===== config.mk =====
export PLATFORM = sky130hd
export DESIGN_NAME = mrav_bus_arbiter_flat
export DESIGN_NICKNAME = d
export VERILOG_FILES = /design/src/rtl/mrav_pkg.sv /design/src/rtl/mrav_bus_arbiter_if.sv /design/src/rtl/mrav_rr_picker.sv /design/src/rtl/mrav_bus_arbiter.sv /design/src/flat_wrapper.sv
export SDC_FILE = /design/constraint.sdc
export NUM_CORES = 1
export LEC_CHECK = 0
export BUFFER_PORTS_ARGS = -buffer_cell sky130_fd_sc_hd__clkbuf_2
export CAP_MARGIN = 20
export CORE_ASPECT_RATIO = 0.9
export CORE_MARGIN = 1
export CORE_UTILIZATION = 42
export CTS_CLUSTER_DIAMETER = 200
export DETAILED_ROUTE_END_ITERATION = 10
export PLACE_DENSITY = 0.82
export SLEW_MARGIN = 20
export SYNTH_ARGS = -nofsm -noshare
export SYNTH_HDL_FRONTEND = slang
export SYNTH_HIERARCHICAL = 1
export SYNTH_SLANG_ARGS = --single-unit

===== constraint.sdc =====
create_clock -name clk -period 2.85 [get_ports clk]
set_clock_uncertainty 0.15 [all_clocks]
set_input_delay 0.1425 -clock clk [delete_from_list [all_inputs] [get_ports clk]]
set_output_delay 0.1425 -clock clk [all_outputs]
set_load 0.02 [all_outputs]

===== src/rtl/mrav_pkg.sv =====
// Shared mrav definitions: default bus widths, arbiter state/op encodings and
// small helpers used by the arbiter and its bus interface.
package mrav_pkg;

  localparam int MRAV_ADDR_WIDTH = 16;
  localparam int MRAV_DATA_WIDTH = 16;

  typedef enum logic {
    IDLE = 1'b0,
    BUSY = 1'b1
  } arb_state_e;

  typedef enum logic {
    OP_READ  = 1'b0,
    OP_WRITE = 1'b1
  } arb_op_e;

  function automatic logic [1:0] idx_to_onehot(input logic idx);
    return idx ? 2'b10 : 2'b01;
  endfunction

endpackage


===== src/rtl/mrav_bus_arbiter_if.sv =====
// mrav bus master-side signal bundle; the arbiter drives it through the
// master modport, the bus fabric (or a bench) sits on the slave side.
interface mrav_bus_arbiter_if #(
  parameter int ADDR_WIDTH = mrav_pkg::MRAV_ADDR_WIDTH,
  parameter int DATA_WIDTH = mrav_pkg::MRAV_DATA_WIDTH
);

  logic                  bus_read;
  logic                  bus_write;
  logic [ADDR_WIDTH-1:0] bus_addr;
  logic [DATA_WIDTH-1:0] bus_data_out;
  logic [DATA_WIDTH-1:0] bus_data_in;
  logic                  bus_read_done;
  logic                  bus_write_done;

  modport master (
    output bus_read, bus_write, bus_addr, bus_data_out,
    input  bus_data_in, bus_read_done, bus_write_done
  );

  modport slave (
    input  bus_read, bus_write, bus_addr, bus_data_out,
    output bus_data_in, bus_read_done, bus_write_done
  );

endinterface


===== src/rtl/mrav_rr_picker.sv =====
// Two-way round-robin picker: a lone pending requester wins, on a tie the
// requester that was not granted last wins. Purely combinational.
module mrav_rr_picker (
  input  logic [1:0] pending_i,
  input  logic       last_i,
  output logic [1:0] winner_o
);

  always_comb begin
    winner_o = 2'b00;
    unique case (pending_i)
      2'b01:   winner_o = 2'b01;
      2'b10:   winner_o = 2'b10;
      2'b11:   winner_o = last_i ? 2'b01 : 2'b10;
      default: winner_o = 2'b00;
    endcase
  end

endmodule


===== src/rtl/mrav_bus_arbiter.sv =====
// Two-master arbiter in front of the mrav bus: latches one request at a time,
// holds the bus strobe until the matching done or a wait-counter timeout.
module mrav_bus_arbiter
  import mrav_pkg::*;
#(
  parameter int ADDR_WIDTH     = MRAV_ADDR_WIDTH,
  parameter int DATA_WIDTH     = MRAV_DATA_WIDTH,
  parameter int TIMEOUT_CYCLES = 255
) (
  input  logic                       clk,
  input  logic                       rst,
  input  logic [1:0]                 req_read,
  input  logic [1:0]                 req_write,
  input  logic [1:0][ADDR_WIDTH-1:0] req_addr,
  input  logic [1:0][DATA_WIDTH-1:0] req_data_out,
  output logic [DATA_WIDTH-1:0]      req_data_in,
  output logic [1:0]                 req_read_done,
  output logic [1:0]                 req_write_done,
  output logic [1:0]                 grant,
  output logic                       timeout_err,
  mrav_bus_arbiter_if.master         bus
);

  localparam int CNT_W = (TIMEOUT_CYCLES > 1) ? $clog2(TIMEOUT_CYCLES + 1) : 1;
  localparam bit TIMEOUT_EN = (TIMEOUT_CYCLES != 0);
  localparam logic [CNT_W-1:0] TO_CNT = CNT_W'(TIMEOUT_CYCLES);

  arb_state_e            state_q, state_d;
  arb_op_e               op_q, op_d;
  logic                  owner_q, owner_d;
  logic                  last_q, last_d;
  logic [ADDR_WIDTH-1:0] addr_q, addr_d;
  logic [DATA_WIDTH-1:0] wdata_q, wdata_d;
  logic [CNT_W-1:0]      cnt_q, cnt_d;

  logic [1:0] pending;
  logic [1:0] win_oh;
  logic       win_idx;
  logic       active;
  logic       match_done;
  logic       timeout_reached;

  assign pending = req_read | req_write;
  assign win_idx = win_oh[1];

  mrav_rr_picker u_picker (
    .pending_i (pending),
    .last_i    (last_q),
    .winner_o  (win_oh)
  );

  // Reset is gated in so a done arriving together with rst is never reported.
  assign active          = (state_q == BUSY) && !rst;
  assign match_done      = (op_q == OP_WRITE) ? bus.bus_write_done : bus.bus_read_done;
  assign timeout_reached = TIMEOUT_EN && (state_q == BUSY) && (cnt_q == TO_CNT);

  // NOTE: sequential state is updated with non-blocking assignments only, so
  // every register samples the pre-edge value of every other register.
  always_ff @(posedge clk) begin
    if (rst) begin
      state_q <= IDLE;
      op_q    <= OP_READ;
      owner_q <= 1'b0;
      last_q  <= 1'b1;
      addr_q  <= '0;
      wdata_q <= '0;
      cnt_q   <= '0;
    end else begin
      state_q <= state_d;
      op_q    <= op_d;
      owner_q <= owner_d;
      last_q  <= last_d;
      addr_q  <= addr_d;
      wdata_q <= wdata_d;
      cnt_q   <= cnt_d;
    end
  end

  // NOTE: every combinational output gets a default before the case so no
  // path leaves it unassigned, which would otherwise infer a latch.
  always_comb begin
    state_d = state_q;
    op_d    = op_q;
    owner_d = owner_q;
    last_d  = last_q;
    addr_d  = addr_q;
    wdata_d = wdata_q;
    cnt_d   = cnt_q;
    unique case (state_q)
      IDLE: begin
        if (|win_oh) begin
          state_d = BUSY;
          owner_d = win_idx;
          last_d  = win_idx;
          op_d    = req_write[win_idx] ? OP_WRITE : OP_READ;
          addr_d  = req_addr[win_idx];
          wdata_d = req_data_out[win_idx];
          cnt_d   = '0;
        end
      end
      BUSY: begin
        if (match_done || timeout_reached) begin
          state_d = IDLE;
        end else if (TIMEOUT_EN) begin
          cnt_d = cnt_q + 1'b1;
        end
      end
      default: state_d = IDLE;
    endcase
  end

  always_comb begin
    bus.bus_read     = active && (op_q == OP_READ)  && !timeout_reached;
    bus.bus_write    = active && (op_q == OP_WRITE) && !timeout_reached;
    bus.bus_addr     = addr_q;
    bus.bus_data_out = wdata_q;
    grant            = active ? idx_to_onehot(owner_q) : 2'b00;
    req_read_done    = 2'b00;
    req_write_done   = 2'b00;
    req_data_in      = '0;
    timeout_err      = 1'b0;
    if (active) begin
      // A matching done in the timeout cycle still completes normally.
      if (match_done) begin
        if (op_q == OP_WRITE) begin
          req_write_done[owner_q] = 1'b1;
        end else begin
          req_read_done[owner_q] = 1'b1;
          req_data_in            = bus.bus_data_in;
        end
      end else if (timeout_reached) begin
        timeout_err = 1'b1;
        req_data_in = '1;
        if (op_q == OP_WRITE) begin
          req_write_done[owner_q] = 1'b1;
        end else begin
          req_read_done[owner_q] = 1'b1;
        end
      end
    end
  end

endmodule


===== src/flat_wrapper.sv =====
// flat-port wrapper written by rule: the top's interface ports become plain ports
module mrav_bus_arbiter_flat import mrav_pkg::*;
#(
  parameter int ADDR_WIDTH     = MRAV_ADDR_WIDTH,
  parameter int DATA_WIDTH     = MRAV_DATA_WIDTH,
  parameter int TIMEOUT_CYCLES = 255
)
  (clk, rst, req_read, req_write, req_addr, req_data_out, req_data_in, req_read_done, req_write_done, grant, timeout_err, bus_bus_read, bus_bus_write, bus_bus_addr, bus_bus_data_out, bus_bus_data_in, bus_bus_read_done, bus_bus_write_done);
  mrav_bus_arbiter_if #(.ADDR_WIDTH(ADDR_WIDTH), .DATA_WIDTH(DATA_WIDTH)) bus_i ();
  input  logic clk;
  input  logic rst;
  input  logic [1:0] req_read;
  input  logic [1:0] req_write;
  input  logic [1:0][ADDR_WIDTH-1:0] req_addr;
  input  logic [1:0][DATA_WIDTH-1:0] req_data_out;
  output logic [DATA_WIDTH-1:0] req_data_in;
  output logic [1:0] req_read_done;
  output logic [1:0] req_write_done;
  output logic [1:0] grant;
  output logic timeout_err;
  output wire logic [$bits(bus_i.bus_read)-1:0] bus_bus_read;
  output wire logic [$bits(bus_i.bus_write)-1:0] bus_bus_write;
  output wire logic [$bits(bus_i.bus_addr)-1:0] bus_bus_addr;
  output wire logic [$bits(bus_i.bus_data_out)-1:0] bus_bus_data_out;
  input wire logic [$bits(bus_i.bus_data_in)-1:0] bus_bus_data_in;
  input wire logic [$bits(bus_i.bus_read_done)-1:0] bus_bus_read_done;
  input wire logic [$bits(bus_i.bus_write_done)-1:0] bus_bus_write_done;
  assign bus_bus_read = bus_i.bus_read;
  assign bus_bus_write = bus_i.bus_write;
  assign bus_bus_addr = bus_i.bus_addr;
  assign bus_bus_data_out = bus_i.bus_data_out;
  assign bus_i.bus_data_in = bus_bus_data_in;
  assign bus_i.bus_read_done = bus_bus_read_done;
  assign bus_i.bus_write_done = bus_bus_write_done;
  mrav_bus_arbiter #(.ADDR_WIDTH(ADDR_WIDTH), .DATA_WIDTH(DATA_WIDTH), .TIMEOUT_CYCLES(TIMEOUT_CYCLES)) u_core (.clk(clk), .rst(rst), .req_read(req_read), .req_write(req_write), .req_addr(req_addr), .req_data_out(req_data_out), .req_data_in(req_data_in), .req_read_done(req_read_done), .req_write_done(req_write_done), .grant(grant), .timeout_err(timeout_err), .bus(bus_i));
endmodule

# After elaboration in Yosys (flattened, before gate mapping)
# Index checks and enable logic that the tools add are counted.
[word_totals] register_bits=44 input_bits=88 output_inout_bits=57 elab_cells=68
[classes] add_sub_neg=1 n_lt_le_gt_ge=3 n_eq_ne=6 mux=35 bitwise=3 n_reduce_logical=13
[op_table] op="two-way mux 16 bit" n=8
[op_table] op="two-way mux 2 bit" n=11
[op_table] op="two-way mux 8 bit" n=2
[op_table] op="case mux 8 bit (2 select lines)" n=1
[op_table] op="two-way mux 1 bit" n=10
[op_table] op="adder 8 x 1 -> 8 bit (second input constant)" n=1
[op_table] op="equality test 8 bit (second input constant)" n=1
[op_table] op="logical AND 1 bit" n=7
[op_table] op="case mux 2 bit (3 select lines)" n=1
[op_table] op="equality test 2 bit (second input constant)" n=2
[op_table] op="< comparator 1 x 2 -> 1 bit (second input constant)" n=2
[op_table] op="AND reduction 2 bit" n=2
[op_table] op="equality test 2 x 1 -> 1 bit (second input constant)" n=1
[op_table] op="logical NOT 1 bit" n=2
[op_table] op="!= test 2 x 1 -> 1 bit (second input constant)" n=1
[op_table] op="!= test 2 bit (second input constant)" n=1
[op_table] op="NOT 1 bit" n=2
[op_table] op="OR 2 bit" n=1
[op_table] op="case mux 1 bit (2 select lines)" n=1
[op_table] op="OR reduction 2 bit" n=1
[op_table] op="demux 1 bit (select 1 bit)" n=1
[op_table] op="greater-or-equal comparator 1 bit (second input constant)" n=1
[op_table] op="logical OR 1 bit" n=1

# Logic depth before layout (Yosys ltp)
[logic_depth] ltp_word=8 depth_mapped=8 mapped_depth_nobuf=6

# Cells and area by module
# Netlist, hierarchy kept.
[modules_own_cells] mod="mrav_bus_arbiter" n_inst=1 cells_per_inst=269 area_per_inst_um2=2240.9 seq_area_each_um2=880.8
[modules_own_cells] mod="mrav_rr_picker" n_inst=1 cells_per_inst=3 area_per_inst_um2=18.8 seq_area_each_um2=0.0

# Worst setup path after synthesis
# OpenSTA, ideal clock, no wires.
[synth_path] path_kind="register to output" start="register u_core.cnt_q[0]" end="output req_data_in[10]" arrival_time_ps=1714 required_ps=2558 setup_slack_ps=844 path_stages_with_launch=8 path_buffers=2 cell_sequence="dfxtp_1 -> ha_1 -> and3_1 -> clkbuf_1 -> nand2_1 -> o22a_1 -> clkbuf_1 -> nor2_1"
[synth_via] elab_chain_cells=5
[synth_lines] element="start: declaration" line="mrav_bus_arbiter.sv:34" text="logic [CNT_W-1:0] cnt_q, cnt_d;"
[synth_lines] element="start signal: assignment" line="mrav_bus_arbiter.sv:75" text="cnt_q <= cnt_d;"
[synth_lines] element="equality test 8 bit" line="mrav_bus_arbiter.sv:55" text="assign timeout_reached = TIMEOUT_EN && (state_q == BUSY) && (cnt_q == TO_CNT);"
[synth_lines] element="logical AND 1 bit" line="mrav_bus_arbiter.sv:55"
[synth_lines] element="two-way mux 16 bit" line="mrav_bus_arbiter.sv:131" text="end else if (timeout_reached) begin"
[synth_lines] element="two-way mux 16 bit" line="mrav_bus_arbiter.sv:124" text="if (match_done) begin"
[synth_lines] element="two-way mux 16 bit" line="mrav_bus_arbiter.sv:122" text="if (active) begin"
[synth_lines] element="end: declaration" line="flat_wrapper.sv:16" text="output logic [DATA_WIDTH-1:0] req_data_in;"
# No other way between the ends.

# Worst setup path in the final report
[layout_path] start="register u_core.cnt_q[0]" end="output req_data_in[7]"
# Same word-level chain as after synthesis.

==> results.json <==
{
  "place_area_um2": 3030,
  "min_delay_path_depth": 3,
  "synthDistinctLibCells": 34,
  "die_height_um": 71.6,
  "setup_tns_ps": 0,
  "path_depth": 6,
  "postCtsSetupBuffers": 0,
  "cts.reportedPaths.clkPinSlew_ps": 80,
  "cts.sinks": 44,
  "slew_headroom": 0.628,
  "nets": 499,
  "drc": 0,
  "report.final.setup_viol": 0,
  "ir_drop_mv": 0.329,
  "cts_max_path_buffers": 2,
  "diodes": 0,
  "die_w_um": 79.3,
  "pin_count": 145,
  "period_minus_slack_ps": 2340,
  "grt_pass1_vias": 2164,
  "switching_power_w": 0.000649,
  "yosys.area.top_type": "dfxtp_1",
  "synth-seq-cells": 44,
  "grt_overflow": 0,
  "cts_max_level": 2,
  "hold_class": "primary input to flop",
  "dr.pass1.iters": 4,
  "critPathKind": "flop to output pin",
  "finalHoldViolCount": 0,
  "syn_inst": 272,
  "power_density_nw_per_um2": 583,
  "io_buffers": 144,
  "fmax_ghz": 0.427,
  "vias_per_cell": 5.17,
  "wl_per_cell_um": 12.4,
  "path_cells": "ha_1 -> and3_1 -> a21oi_1 -> o22a_1 -> nor2_1 -> clkbuf_2",
  "via_count": 2460,
  "die_area_um2": 5680,
  "cp-end-kind": "output pin",
  "p_sw_frac": 0.349,
  "final_core_util": 0.635,
  "maxCapViolCount": 0,
  "fillers": 440,
  "clk_latency_ps": 290,
  "grt_max_degree": 44,
  "avgSynthCellArea_um2": 8.31,
  "routed_wl_um": 5880,
  "layout-drive-gt1-share": 0.394,
  "path_buf_inv": 1,
  "cpMaxStageDelayCell": "o22a_1",
  "start_util": 0.451,
  "grt_setup_unrepaired": "false",
  "power.internal_w": 0.00121,
  "antenna_found_initial": 0,
  "ys_seq_area_frac": 0.390,
  "pwr-share-clk": 0.254,
  "synth_top_area_share": 0.390,
  "critPathMaxFanout": 16,
  "p_leak_nw": 1.53,
  "power_frac_comb": 0.337,
  "dpl.hpwl_um": 4430,
  "arrival_ps": 2050,
  "slew_viol_final": 0,
  "syn-num-nets": 361,
  "numCtsBuffers": 5,
  "clock-root-buffer": "clkbuf_8",
  "finalCritPeriodShare": 0.821,
  "synth_warnings": 6,
  "grt.total_usage": 0.205,
  "ys_top_cells_by_area": "dfxtp_1, mux2i_1, a211oi_1, nor2_1, o21ai_0",
  "rr_worst_depth": 5,
  "areaGrowthSynthToFinish_pct": 40.9,
  "tightest_slew_ps": 557,
  "core_um2": 5010,
  "worstSetupStartpointType": "flop",
  "status": "finished, final reports clean",
  "crit_family": "compound AO/OA/AOI/OAI gates",
  "cts_tree": "yes",
  "grt_first_pass_wirelength_um": 9230,
  "drtAntennaViolNets": 0,
  "place.gp.congestion": 0.739,
  "rows": 24,
  "required_ps": 2560,
  "drtIter0Drc": 127,
  "cpPeakStageDelay_ps": 490,
  "seqPwrFrac": 0.409,
  "fin_area_um2": 3180,
  "syn_area_um2": 2260
}
-- worst min-delay path, delay by kind of cell --
kind                   cells  cell delay [ps]
buffers and inverters      1               80
muxes                      1              110
AOI/OAI and AO/OA          1               80
-- synth_stat cells --
cell type,number
a211o_1,2
a211oi_1,33
a21boi_0,2
a21boi_1,2
a21o_1,1
a21oi_1,7
a31oi_1,1
and2_1,4
and3_1,3
and4_1,1
buf_1,2
buf_2,2
clkbuf_1,18
dfxtp_1,44
ha_1,1
inv_1,4
mux2_4,1
mux2i_1,34
nand2_1,3
nand2b_1,2
nand3_1,11
nand4_1,1
nand4b_1,1
nor2_1,56
nor2b_1,2
nor3_1,3
o21ai_0,19
o21bai_1,1
o22a_1,1
o31a_1,2
o31ai_1,2
or2_2,2
or3_1,3
or4_1,1
-- path summary, 6_finish.rpt --
path | start | to | slack [ps]
max | u_core/cnt_q[0] | req_data_in[7] | 510
min | req_data_out[4] | u_core/bus.bus_data_out[4] | 10
max reg2reg | u_core/cnt_q[0] | u_core/cnt_q[5] | 670
min reg2reg | u_core/bus.bus_data_out[4] | u_core/bus.bus_data_out[4] | 350
-- layout make-up --
cell class | count | area, µm² | share of cell area
clock inverter | 3 | 42.5 | 0.0134
timing repair buffer | 153 | 798 | 0.251
sequential | 44 | 881 | 0.277
multi-input combinational | 202 | 1300 | 0.407
tap | 65 | 81.3 | 0.0255
inverter | 4 | 15.0 | 0.00472
clock buffer | 5 | 68.8 | 0.0216
-- power groups by stage --
stage,registers (W),clock network [W],logic [W]
finish,0.000759,0.000471,0.000626
global route,0.000772,0.000508,0.000687
CTS,0.000760,0.000491,0.000631
detailed placement,0.000773,0,0.000625
global placement,0.000770,0,0.000612
floorplan,0.000857,0,0.000325
-- per-layer routing --
layer	share of wire	vias to the layer above	GRT usage
li1	-	1254	-
met5	0	-	0
met2	0.49	108	0.381
met3	0.090	4	0.0675
met4	0.0078	0	0.0626
met1	0.41	1094	0.217
-- flip-flops by register name, indices dropped and copies added, names as in the netlist --
name	flops
u_core/op_q	1
u_core/bus.bus_addr	16
u_core/owner_q	1
u_core/last_q	1
u_core/state_q	1
u_core/cnt_q	8
u_core/bus.bus_data_out	16
-- repair_timing --
action,4_1_cts,5_1_grt
hold buffers,4,0
gates resized for setup,0,0
hold endpoints to repair,4,0
-- kinds of logic after synthesis --
logic type,share of synthesized area
and+or+nand+nor,0.187
adders and majority gates,0.00554
DFF,0.390
AOI/OAI and AO/OA,0.216
buffers and inverters,0.0443
muxes,0.157
-- placed cells by master (no fill, tap or decap), drive strengths merged, types with 3 or more instances in the layout --
master / count
mux2i: 34
or3: 3
and2: 4
and3: 3
inv: 4
nand3: 11
nor2: 56
clkbuf: 149
a21oi: 7
a21boi: 4
dfxtp: 44
nand2: 3
dlygate4sd3: 4
a211oi: 33
o21ai: 19
nor3: 3
buf: 5
-- stage by stage --
stage | power [W] | setup WS (ps) | instances | hold slack [ps]
after detailed placement | 0.00140 | 702 | 464 | 241
final | 0.00186 | 511 | 476 | 14.3
after floorplan | 0.00118 | 844 | 272 | 226
after CTS | 0.00188 | 496 | 476 | 0.270
after global placement | 0.00138 | 740 | 464 | 226
after global routing | 0.00197 | 385 | 476 | 11.7
(Power assumes the default switching activity.)
